**config.mk**
```make
export PLATFORM = sky130hd
export DESIGN_NAME = mm2x2_sequencer
export DESIGN_NICKNAME = d
export VERILOG_FILES = /design/src/rtl/mm_pkg.sv /design/src/rtl/mac_unit.sv /design/src/rtl/mm2x2_sequencer.sv
export SDC_FILE = /design/constraint.sdc
export NUM_CORES = 1
export LEC_CHECK = 0
export ABC_AREA = 0
export CAP_MARGIN = 20
export CELL_PAD_IN_SITES_DETAIL_PLACEMENT = 1
export CELL_PAD_IN_SITES_GLOBAL_PLACEMENT = 2
export CORE_MARGIN = 3
export CORE_UTILIZATION = 29
export CTS_CLUSTER_DIAMETER = 120
export CTS_CLUSTER_SIZE = 14
export DETAILED_ROUTE_END_ITERATION = 8
export PLACE_DENSITY_LB_ADDON = 0.12
export SYNTH_ARGS = -nofsm -noshare
export SYNTH_HDL_FRONTEND = slang
export SYNTH_SLANG_ARGS = --single-unit
```
**constraint.sdc**
```tcl
create_clock -name clk -period 5.5 [get_ports clk]
set_clock_uncertainty 0.15 [all_clocks]
set_input_delay 1.1 -clock clk [delete_from_list [all_inputs] [get_ports clk]]
set_output_delay 1.1 -clock clk [all_outputs]
set_load 0.05 [all_outputs]
```
**src/rtl/mm_pkg.sv**
```systemverilog
`default_nettype none
// ============================================================================
// Module      : mm_pkg
// Description : Shared types and constants for the 2x2 matrix-multiply sequencer.
// Revision    : 1.0  initial release
// ============================================================================
package mm_pkg;

    localparam int DATA_W_DEF = 8;
    localparam int ACC_W_DEF  = 16;

    typedef enum logic [2:0] {
        ST_IDLE  = 3'd0,
        ST_CLEAR = 3'd1,
        ST_MAC   = 3'd2,
        ST_WRITE = 3'd3,
        ST_DONE  = 3'd4
    } state_t;

    // Result elements are visited in row-major order 00,01,10,11
    localparam logic [1:0] IDX_FIRST = 2'd0;
    localparam logic [1:0] IDX_LAST  = 2'd3;

endpackage
`default_nettype wire

```
**src/rtl/mac_unit.sv**
```systemverilog
`default_nettype none
// ============================================================================
// Module      : mac_unit
// Description : Shared unsigned multiply-accumulate with wrap detection.
// Revision    : 1.0  initial release
// ============================================================================
module mac_unit
    import mm_pkg::*;
#(
    parameter int DATA_W = DATA_W_DEF,
    parameter int ACC_W  = ACC_W_DEF
) (
    input  logic              clk,
    input  logic              reset,
    input  logic              en,
    input  logic              clr,
    input  logic [DATA_W-1:0] a,
    input  logic [DATA_W-1:0] b,
    output logic [ACC_W-1:0]  acc,
    output logic              ovf_pulse
);

    logic [2*DATA_W-1:0] w_prod;
    logic [ACC_W:0]      w_sum;

    assign w_prod = {{DATA_W{1'b0}}, a} * {{DATA_W{1'b0}}, b};
    // Extra top bit of the sum is the carry out of the accumulator
    assign w_sum  = {1'b0, acc} + {{(ACC_W + 1 - 2*DATA_W){1'b0}}, w_prod};

    assign ovf_pulse = en & ~clr & w_sum[ACC_W];

    always_ff @(posedge clk) begin
        if (!reset) begin
            acc <= '0;
        end else if (clr) begin
            acc <= '0;
        end else if (en) begin
            acc <= w_sum[ACC_W-1:0];
        end
    end

endmodule
`default_nettype wire

```
**src/rtl/mm2x2_sequencer.sv**
```systemverilog
`default_nettype none
// ============================================================================
// Module      : mm2x2_sequencer
// Description : 2x2 unsigned matrix product through one time-shared MAC.
// Revision    : 1.0  initial release
// ============================================================================
module mm2x2_sequencer
    import mm_pkg::*;
#(
    parameter int DATA_W = DATA_W_DEF,
    parameter int ACC_W  = ACC_W_DEF
) (
    input  logic                clk,
    input  logic                reset,
    input  logic                enable,
    input  logic                start,
    input  logic [4*DATA_W-1:0] a_flat,
    input  logic [4*DATA_W-1:0] b_flat,
    output logic                busy,
    output logic                done,
    output logic                c_valid,
    output logic [1:0]          c_idx,
    output logic [ACC_W-1:0]    c_data,
    output logic [ACC_W-1:0]    mac_output,
    output logic                ovf,
    output logic [4*ACC_W-1:0]  c_flat
);

    state_t              r_state;
    state_t              w_next;
    logic [1:0]          r_idx;
    logic                r_k;
    logic [4*DATA_W-1:0] r_a;
    logic [4*DATA_W-1:0] r_b;
    logic [4*ACC_W-1:0]  r_c;
    logic                r_ovf;

    logic [DATA_W-1:0]   w_a_sel;
    logic [DATA_W-1:0]   w_b_sel;
    logic [ACC_W-1:0]    w_acc;
    logic                w_ovf_pulse;
    logic                w_mac_en;
    logic                w_mac_clr;

    // a[i][k] sits at element 2i+k, b[k][j] at element 2k+j
    assign w_a_sel   = r_a[DATA_W*{r_idx[1], r_k} +: DATA_W];
    assign w_b_sel   = r_b[DATA_W*{r_k, r_idx[0]} +: DATA_W];
    assign w_mac_en  = enable && (r_state == ST_MAC);
    assign w_mac_clr = enable && (r_state == ST_CLEAR);

    mac_unit #(
        .DATA_W (DATA_W),
        .ACC_W  (ACC_W)
    ) u_mac (
        .clk       (clk),
        .reset     (reset),
        .en        (w_mac_en),
        .clr       (w_mac_clr),
        .a         (w_a_sel),
        .b         (w_b_sel),
        .acc       (w_acc),
        .ovf_pulse (w_ovf_pulse)
    );

    always_ff @(posedge clk) begin
        if (!reset) begin
            r_state <= ST_IDLE;
        end else if (enable) begin
            r_state <= w_next;
        end
    end

    always_comb begin
        w_next = r_state;
        case (r_state)
            ST_IDLE:  if (start) w_next = ST_CLEAR;
            ST_CLEAR: w_next = ST_MAC;
            ST_MAC:   if (r_k) w_next = ST_WRITE;
            ST_WRITE: w_next = (r_idx == IDX_LAST) ? ST_DONE : ST_CLEAR;
            ST_DONE:  w_next = ST_IDLE;
            default:  w_next = ST_IDLE;
        endcase
    end

    always_ff @(posedge clk) begin
        if (!reset) begin
            r_a   <= '0;
            r_b   <= '0;
            r_c   <= '0;
            r_idx <= IDX_FIRST;
            r_k   <= 1'b0;
            r_ovf <= 1'b0;
        end else if (enable) begin
            case (r_state)
                ST_IDLE: begin
                    if (start) begin
                        r_a   <= a_flat;
                        r_b   <= b_flat;
                        r_c   <= '0;
                        r_idx <= IDX_FIRST;
                        r_ovf <= 1'b0;
                    end
                end
                ST_CLEAR: r_k <= 1'b0;
                ST_MAC: begin
                    r_k <= 1'b1;
                    if (w_ovf_pulse) r_ovf <= 1'b1;
                end
                ST_WRITE: begin
                    r_c[ACC_W*r_idx +: ACC_W] <= w_acc;
                    r_idx                     <= r_idx + 2'd1;
                end
                default: ;
            endcase
        end
    end

    always_comb begin
        busy    = (r_state != ST_IDLE);
        done    = enable && (r_state == ST_DONE);
        c_valid = enable && (r_state == ST_WRITE);
        c_idx   = c_valid ? r_idx : 2'd0;
        c_data  = c_valid ? w_acc : '0;
    end

    assign mac_output = w_acc;
    assign ovf        = r_ovf;
    assign c_flat     = r_c;

endmodule
`default_nettype wire

```
==> flow_summary.yaml, run 1 <==
flow_run:
  drv_cap: 0
critical_path:
  timing.rr.start: "r_k$_SDFFE_PN0P_"
  cp_max_fo: 11
  rr_endpoint: "ovf$_SDFFE_PN0P_"
  path_common_cell: "fa_1"
  rrSetupSlack_ps: 260
  critPathTopFamily: "adder cells"
  crit_buf_inv: 4
  cpPeakStageDelay_ps: 540
  crit_slowest_cell: "fa_1"
  worstRegToRegCells: 17
  worstSetupPathType: "flop to flop"
  crit_arrival_ps: 5460
  cp.required_ps: 5720
  path_cells: "buf_12 -> mux4_2 -> buf_4 -> and2_1 -> fa_1 -> fa_1 -> fa_1 -> inv_1 -> fa_1 -> inv_1 -> ha_1 -> and2_1 -> nand3_1 -> nor2_1 -> a211oi_2 -> a2111o_1 -> nand3_1"
  cp-start-kind: "flop"
  crit_path_end_kind: "flop"
grt:
  grt_pass1_wl_um: 46600
  grt_util_all_layers_pct: 18.01
  grt_overflow: 0
  grt_pass1_vias: 7895
  antenna_found_initial: 0
  grt_max_degree: 84
timing:
  fin_crit_ps: 5238
  max_freq_mhz: 190.9
  fin_crit_sh_pct: 95.24
  rsz0062_at_grt: "no"
  setup_viol: 0
  tns_ps: 0
  slew_violations: 0
  hold_viol_final: 0
  max_slew_margin_pct: 29.11
  worstMarginPinSlew_ps: 1059
clock_tree:
  cts.clk_slew.worst_paths_ps: 70
  cts_made_buffers: 17
  clock_path_buffers: 2
  cts_max_level: 4
  numClockSinks: 151
  hold_buffers: 0
  worstSkewPairLatency_ps: 440
  cts-root-buf: "clkbuf_16"
  cts_tree: "built"
synth:
  ys_top_cells_by_area: "dfxtp_1 34%, fa_1 11%, nand2_1 9.4%"
  netlist_area_sq_mm: 0.008955
  synth_edf_count: 0
  synth_seq_cells: 151
  syn-instance-count: 989
  seq_area_frac_synth_pct: 33.76
  synth_warnings: 0
  synth.largest_area_cell: "dfxtp_1"
  synth.top_cell.area_share_pct: 33.76
  async_reset_ff_share_pct: 0
  synth.avg_cell_area_sq_um: 9.054
  syn-num-nets: 1150
  synth_ff_type: "dfxtp_1"
  yosys.cell_types.count: 62
run_status:
  outcome: "completed"
pwr:
  p_per_area_mw_per_mm2: 228.9
  vdd_drop_max_v: 0.0001888
  p_total_mw: 2.703
  leakage_nw: 4.544
floorplan:
  die-area_sq_mm: 0.03302
  dieWidth_um: 181.7
  pin_count: 170
  core_sq_mm: 0.03003
  num_rows: 63
  die_h_um: 181.7
  start_util_pct: 29.82
route:
  viasPerCell: 4.715
  drc_errors: 0
  drt-initial-drc-count: 292
  wl_um: 29400
  via_count: 7379
  dr.pass1.iters: 4
  detail-route-antenna-nets: 0
  wire_per_inst_um: 18.78
placed_design:
  dp.cells: 1524
  dpl_cell_area_sq_mm: 0.01108
  place_hpwl_um: 22360
  portBuffers: 169
  gp_congestion: 0.8080
finish:
  final_common_cell: "nand2_1"
  layout-drive-gt1-share_pct: 10.64
  final_cell_mix: "224 x nand2_1, 168 x clkdlybuf4s50_1, 150 x dfxtp_1"
  diodes: 0
  fin_cells: 1565
  fillers: 3445
  fin_area_sq_mm: 0.01181
  syn2layout_area_growth_pct: 31.89
  final_nets: 1323
worst_hold_path:
  hold_class: "flop to flop"
  hold_end: "c_flat[7]$_SDFFE_PN0P_"
  hold_depth: 2
  hp-start: "c_flat[7]$_SDFFE_PN0P_"
stage by stage:
step           hold slack, ps  worst slack [ps]  utilization, %
2_1_floorplan           290.2             123.8               -
3_3_place_gp            290.7             193.2           36.90
3_5_place_dp            299.4             76.89           36.90
4_1_cts                 310.5             61.77           38.97
5_1_grt                 328.4             7.684           39.32
6_report                305.5             262.1           39.32
kinds of logic (layout without fill, tap and decap cells):
| group | Yosys count | count (layout) | share of synthesized area, % |
|---|---|---|---|
| compound gates | 183 | 183 | 15.29 |
| xor+xnor | 7 | 7 | 0.6847 |
| fa+ha+maj | 93 | 93 | 17.27 |
| buf+inv | 143 | 329 | 7.056 |
| flops | 151 | 151 | 33.76 |
| mux | 20 | 20 | 4.471 |
| simple gates | 392 | 392 | 21.48 |
synthesized netlist by cell type, types with 2 or more instances:
cell type  number
and2_1         42
inv_1          91
mux4_2         16
xor2_1          4
fa_1           51
o21ai_0        11
nand3_2         5
mux2i_1         4
nand4_1         3
clkbuf_1       23
a22oi_1        32
and3_1          2
dfxtp_1       151
a21boi_2       10
nand3_1        35
nand2_1       224
buf_2          21
a21boi_0       78
o2111ai_1       2
o21a_1          2
xnor2_1         3
o22ai_1         2
nor2b_1        35
buf_6           7
a21boi_1       10
o21ai_1         4
nor3_1         13
a31oi_1         4
ha_1           42
nor4b_4         2
o21ai_2         2
a21oi_1        14
nand4b_1        2
o21a_4          2
nor2_1         13
power breakdown:
| part | internal (mW) | leakage [nW] | switching [mW] |
|---|---|---|---|
| sequential | 1.12 | 1.22 | 0.0233 |
| combinational | 0.127 | 3.02 | 0.161 |
| clock | 0.704 | 0.303 | 0.566 |
| total | 1.95 | 4.54 | 0.751 |
registers in the layout (all words and copies together) (netlist names):
signal and count:
u_mac.acc 16, r_b 32, r_a 32, c_flat 64, r_state 3, r_k 1
ovf 1, r_idx 2
worst register-to-register path, stage by stage, from the launching register on:
cell	delay, ps
dfxtp_1	380
buf_12	160
mux4_2	530
buf_4	190
and2_1	180
fa_1	500
fa_1	520
fa_1	540
inv_1	50
fa_1	540
inv_1	40
ha_1	310
and2_1	220
nand3_1	120
nor2_1	150
a211oi_2	110
a2111o_1	420
nand3_1	70
per-layer routing:
metal	track usage [%]	vias to the layer above	share of wire (%)
met2	29.74	159	47
li1	-	3610	-
met5	0	-	0
met3	2.664	18	4.1
met4	3.199	0	0.71
met1	25.35	3592	48
cell type report:
| class | count | area (sq um) | share of cell area, % |
|---|---|---|---|
| Sequential cell | 151 | 3024 | 25.61 |
| Timing Repair Buffer | 206 | 2004 | 16.97 |
| Clock inverter | 14 | 180.2 | 1.526 |
| Inverter | 91 | 341.6 | 2.892 |
| Tap cell | 390 | 488.0 | 4.132 |
| Clock buffer | 18 | 439.2 | 3.719 |
| Multi-Input combinational cell | 695 | 5333 | 45.15 |
how the worst max path moves through the flow:
stage,startpoint,depth (start not counted),slack [ps],end
floorplan,r_idx[0]$_SDFFE_PN0P_,16,120,u_mac.acc[13]$_SDFFE_PP0P_
global placement,r_k$_SDFFE_PN0P_,16,190,u_mac.acc[14]$_SDFFE_PP0P_
detailed placement,r_k$_SDFFE_PN0P_,16,80,u_mac.acc[14]$_SDFFE_PP0P_
CTS,r_k$_SDFFE_PN0P_,16,60,u_mac.acc[14]$_SDFFE_PP0P_
global route,r_k$_SDFFE_PN0P_,17,8,u_mac.acc[15]$_SDFFE_PP0P_
finish,r_k$_SDFFE_PN0P_,17,260,ovf$_SDFFE_PN0P_
repair_timing:
| action | in CTS | in global routing |
|---|---|---|
| gates resized for setup | 0 | 6 |
| setup endpoints to repair | 0 | 7 |
| setup buffers | 0 | 8 |
(Power assumes the default switching activity.)
==> run 2, diff against run 1 <==
Settings changed: SKIP_LAST_GASP set to 1.
==> run 2 against run 1 <==
Routed wire length about the same; die area unchanged; worst hold slack about the same; combinational power about the same; core utilization about the same; count of clock-buffer cells in the layout unchanged; sequential power about the same; critical path depth unchanged; critical path type unchanged.
==> flow_summary.yaml, run 2 (synthesis results as in run 1) <==
timing:
  hold_viol_final: 0
  max_freq_mhz: 191.0
  rsz0062_at_grt: "yes"
  fin_crit_sh_pct: 95.20
  holdWs_ps: 306.0
  setup_viol: 0
  worstMarginPinSlew_ps: 1058
  tns_ps: 0
  fin_crit_ps: 5236
  fin_ws_ps: 263.9
  slew_violations: 0
  max_slew_margin_pct: 29.19
critical_path:
  worstSetupPathType: "flop to flop"
  crit_arrival_ps: 5460
  cp_max_fo: 11
  rrSetupSlack_ps: 260
  cp.required_ps: 5720
  path_cells: "buf_12 -> mux4_2 -> buf_4 -> and2_1 -> fa_1 -> fa_1 -> fa_1 -> inv_1 -> fa_1 -> inv_1 -> ha_1 -> and2_1 -> nand3_1 -> nor2_1 -> a211oi_2 -> a2111o_1 -> nand3_1"
  cp-start-kind: "flop"
  cpPeakStageDelay_ps: 540
  path_common_cell: "fa_1"
  crit_path_end_kind: "flop"
  worstRegToRegCells: 17
  crit_slowest_cell: "fa_1"
floorplan:
  core_sq_mm: 0.03003
  num_rows: 63
  dieWidth_um: 181.7
  start_util_pct: 29.82
  die-area_sq_mm: 0.03302
  die_h_um: 181.7
  pin_count: 170
finish:
  final_nets: 1323
  layout-drive-gt1-share_pct: 10.55
  final_common_cell: "nand2_1"
  final_cell_mix: "224 x nand2_1, 168 x clkdlybuf4s50_1, 150 x dfxtp_1"
  syn2layout_area_growth_pct: 31.84
  largest_reg_flops: 64
  fin_area_sq_mm: 0.01181
  utilization_pct: 39.31
  diodes: 0
clock_tree:
  cts_max_level: 4
  cts_made_buffers: 17
  cts-root-buf: "clkbuf_16"
  worstSkewPairLatency_ps: 440
  numClockSinks: 151
  hold_buffers: 0
  clock_path_buffers: 2
  cts_tree: "built"
  cts.clk_slew.worst_paths_ps: 70
route:
  drc_errors: 0
  wl_um: 29390
  dr.pass1.iters: 4
  wire_per_inst_um: 18.78
  drt-initial-drc-count: 298
  via_count: 7375
  detail-route-antenna-nets: 0
  viasPerCell: 4.712
placed_design:
  place_ws_ps: 76.89
  place_hpwl_um: 22360
  gp_congestion: 0.8080
  portBuffers: 169
  dpl_cell_area_sq_mm: 0.01108
grt:
  antenna_found_initial: 0
  grt_max_degree: 84
  grt_pass1_wl_um: 46600
  grt_overflow: 0
  grt_pass1_vias: 7895
  grt_util_all_layers_pct: 18.01
flow_run:
  drv_cap: 0
pwr:
  leakage_nw: 4.544
  p_per_area_mw_per_mm2: 228.9
  vdd_drop_max_v: 0.0001888
worst_hold_path:
  hold_class: "flop to flop"
  hold_depth: 2
run_status:
  outcome: "completed"
## run 2: cell count changes in the layout (fill, tap and decap cells not counted)
cell and delta:
a21oi_2 -1, a21oi_1 +1
## run 2: area by class of cell
type	count	area [sq um]
fillers	3443	18230
multi-input cells	695	5329
flip-flops and latches	151	3024
repair buffers	206	2004
well taps	390	488.0
clock buffers	18	439.2
inverters	91	341.6
clock inverters	14	180.2
## run 2: through the flow
stage	power, mW	cells
final	2.702	1565
after global routing	2.835	1565
after CTS	2.747	1556
after detailed placement	1.456	1524
after global placement	1.453	1524
after floorplan	1.335	989
## run 2: what timing repair did
item | in CTS | in global routing
gates resized for setup | 0 | 5
buffers inserted | 0 | 8
setup endpoints to repair | 0 | 7
## run 2: per-layer routing
layer	up-vias	routed length (um)	GRT usage [%]	part of all wire (%)
li1	3610	-	-	-
met1	3590	14210	25.35	48
met2	157	13760	29.74	47
met3	18	1207	2.664	4.1
met4	0	209	3.199	0.71
met5	-	0	0	0
## run 2: report_power, final
group	switching [mW]	total [mW]	internal, mW
Combinational	0.161	0.288	0.127
Clock	0.566	1.27	0.704
Sequential	0.0233	1.14	1.12
Total	0.751	2.70	1.95
## run 2: path summary, 6_finish.rpt
kind	startpoint	end
setup / recovery	r_k$_SDFFE_PN0P_	ovf$_SDFFE_PN0P_
hold / removal	c_flat[7]$_SDFFE_PN0P_	c_flat[7]$_SDFFE_PN0P_
setup reg to reg	r_k$_SDFFE_PN0P_	ovf$_SDFFE_PN0P_
hold reg to reg	c_flat[7]$_SDFFE_PN0P_	c_flat[7]$_SDFFE_PN0P_
## run 2: worst max-delay path, delay by kind of cell, from the launching register on
family | cells | cell delay, ps
compound gates | 2 | 530
mux | 1 | 530
buf+inv | 4 | 440
flops | 1 | 380
simple gates | 5 | 730
fa+ha+maj | 5 | 2410
==> run 3, diff against run 2 <==
Settings changed: CTS_CLUSTER_SIZE 14 to 24, GPL_ROUTABILITY_DRIVEN set to 0.
==> results of run 3 <==
Same layout as run 2: the final DEF is identical, and so are final timing and power.
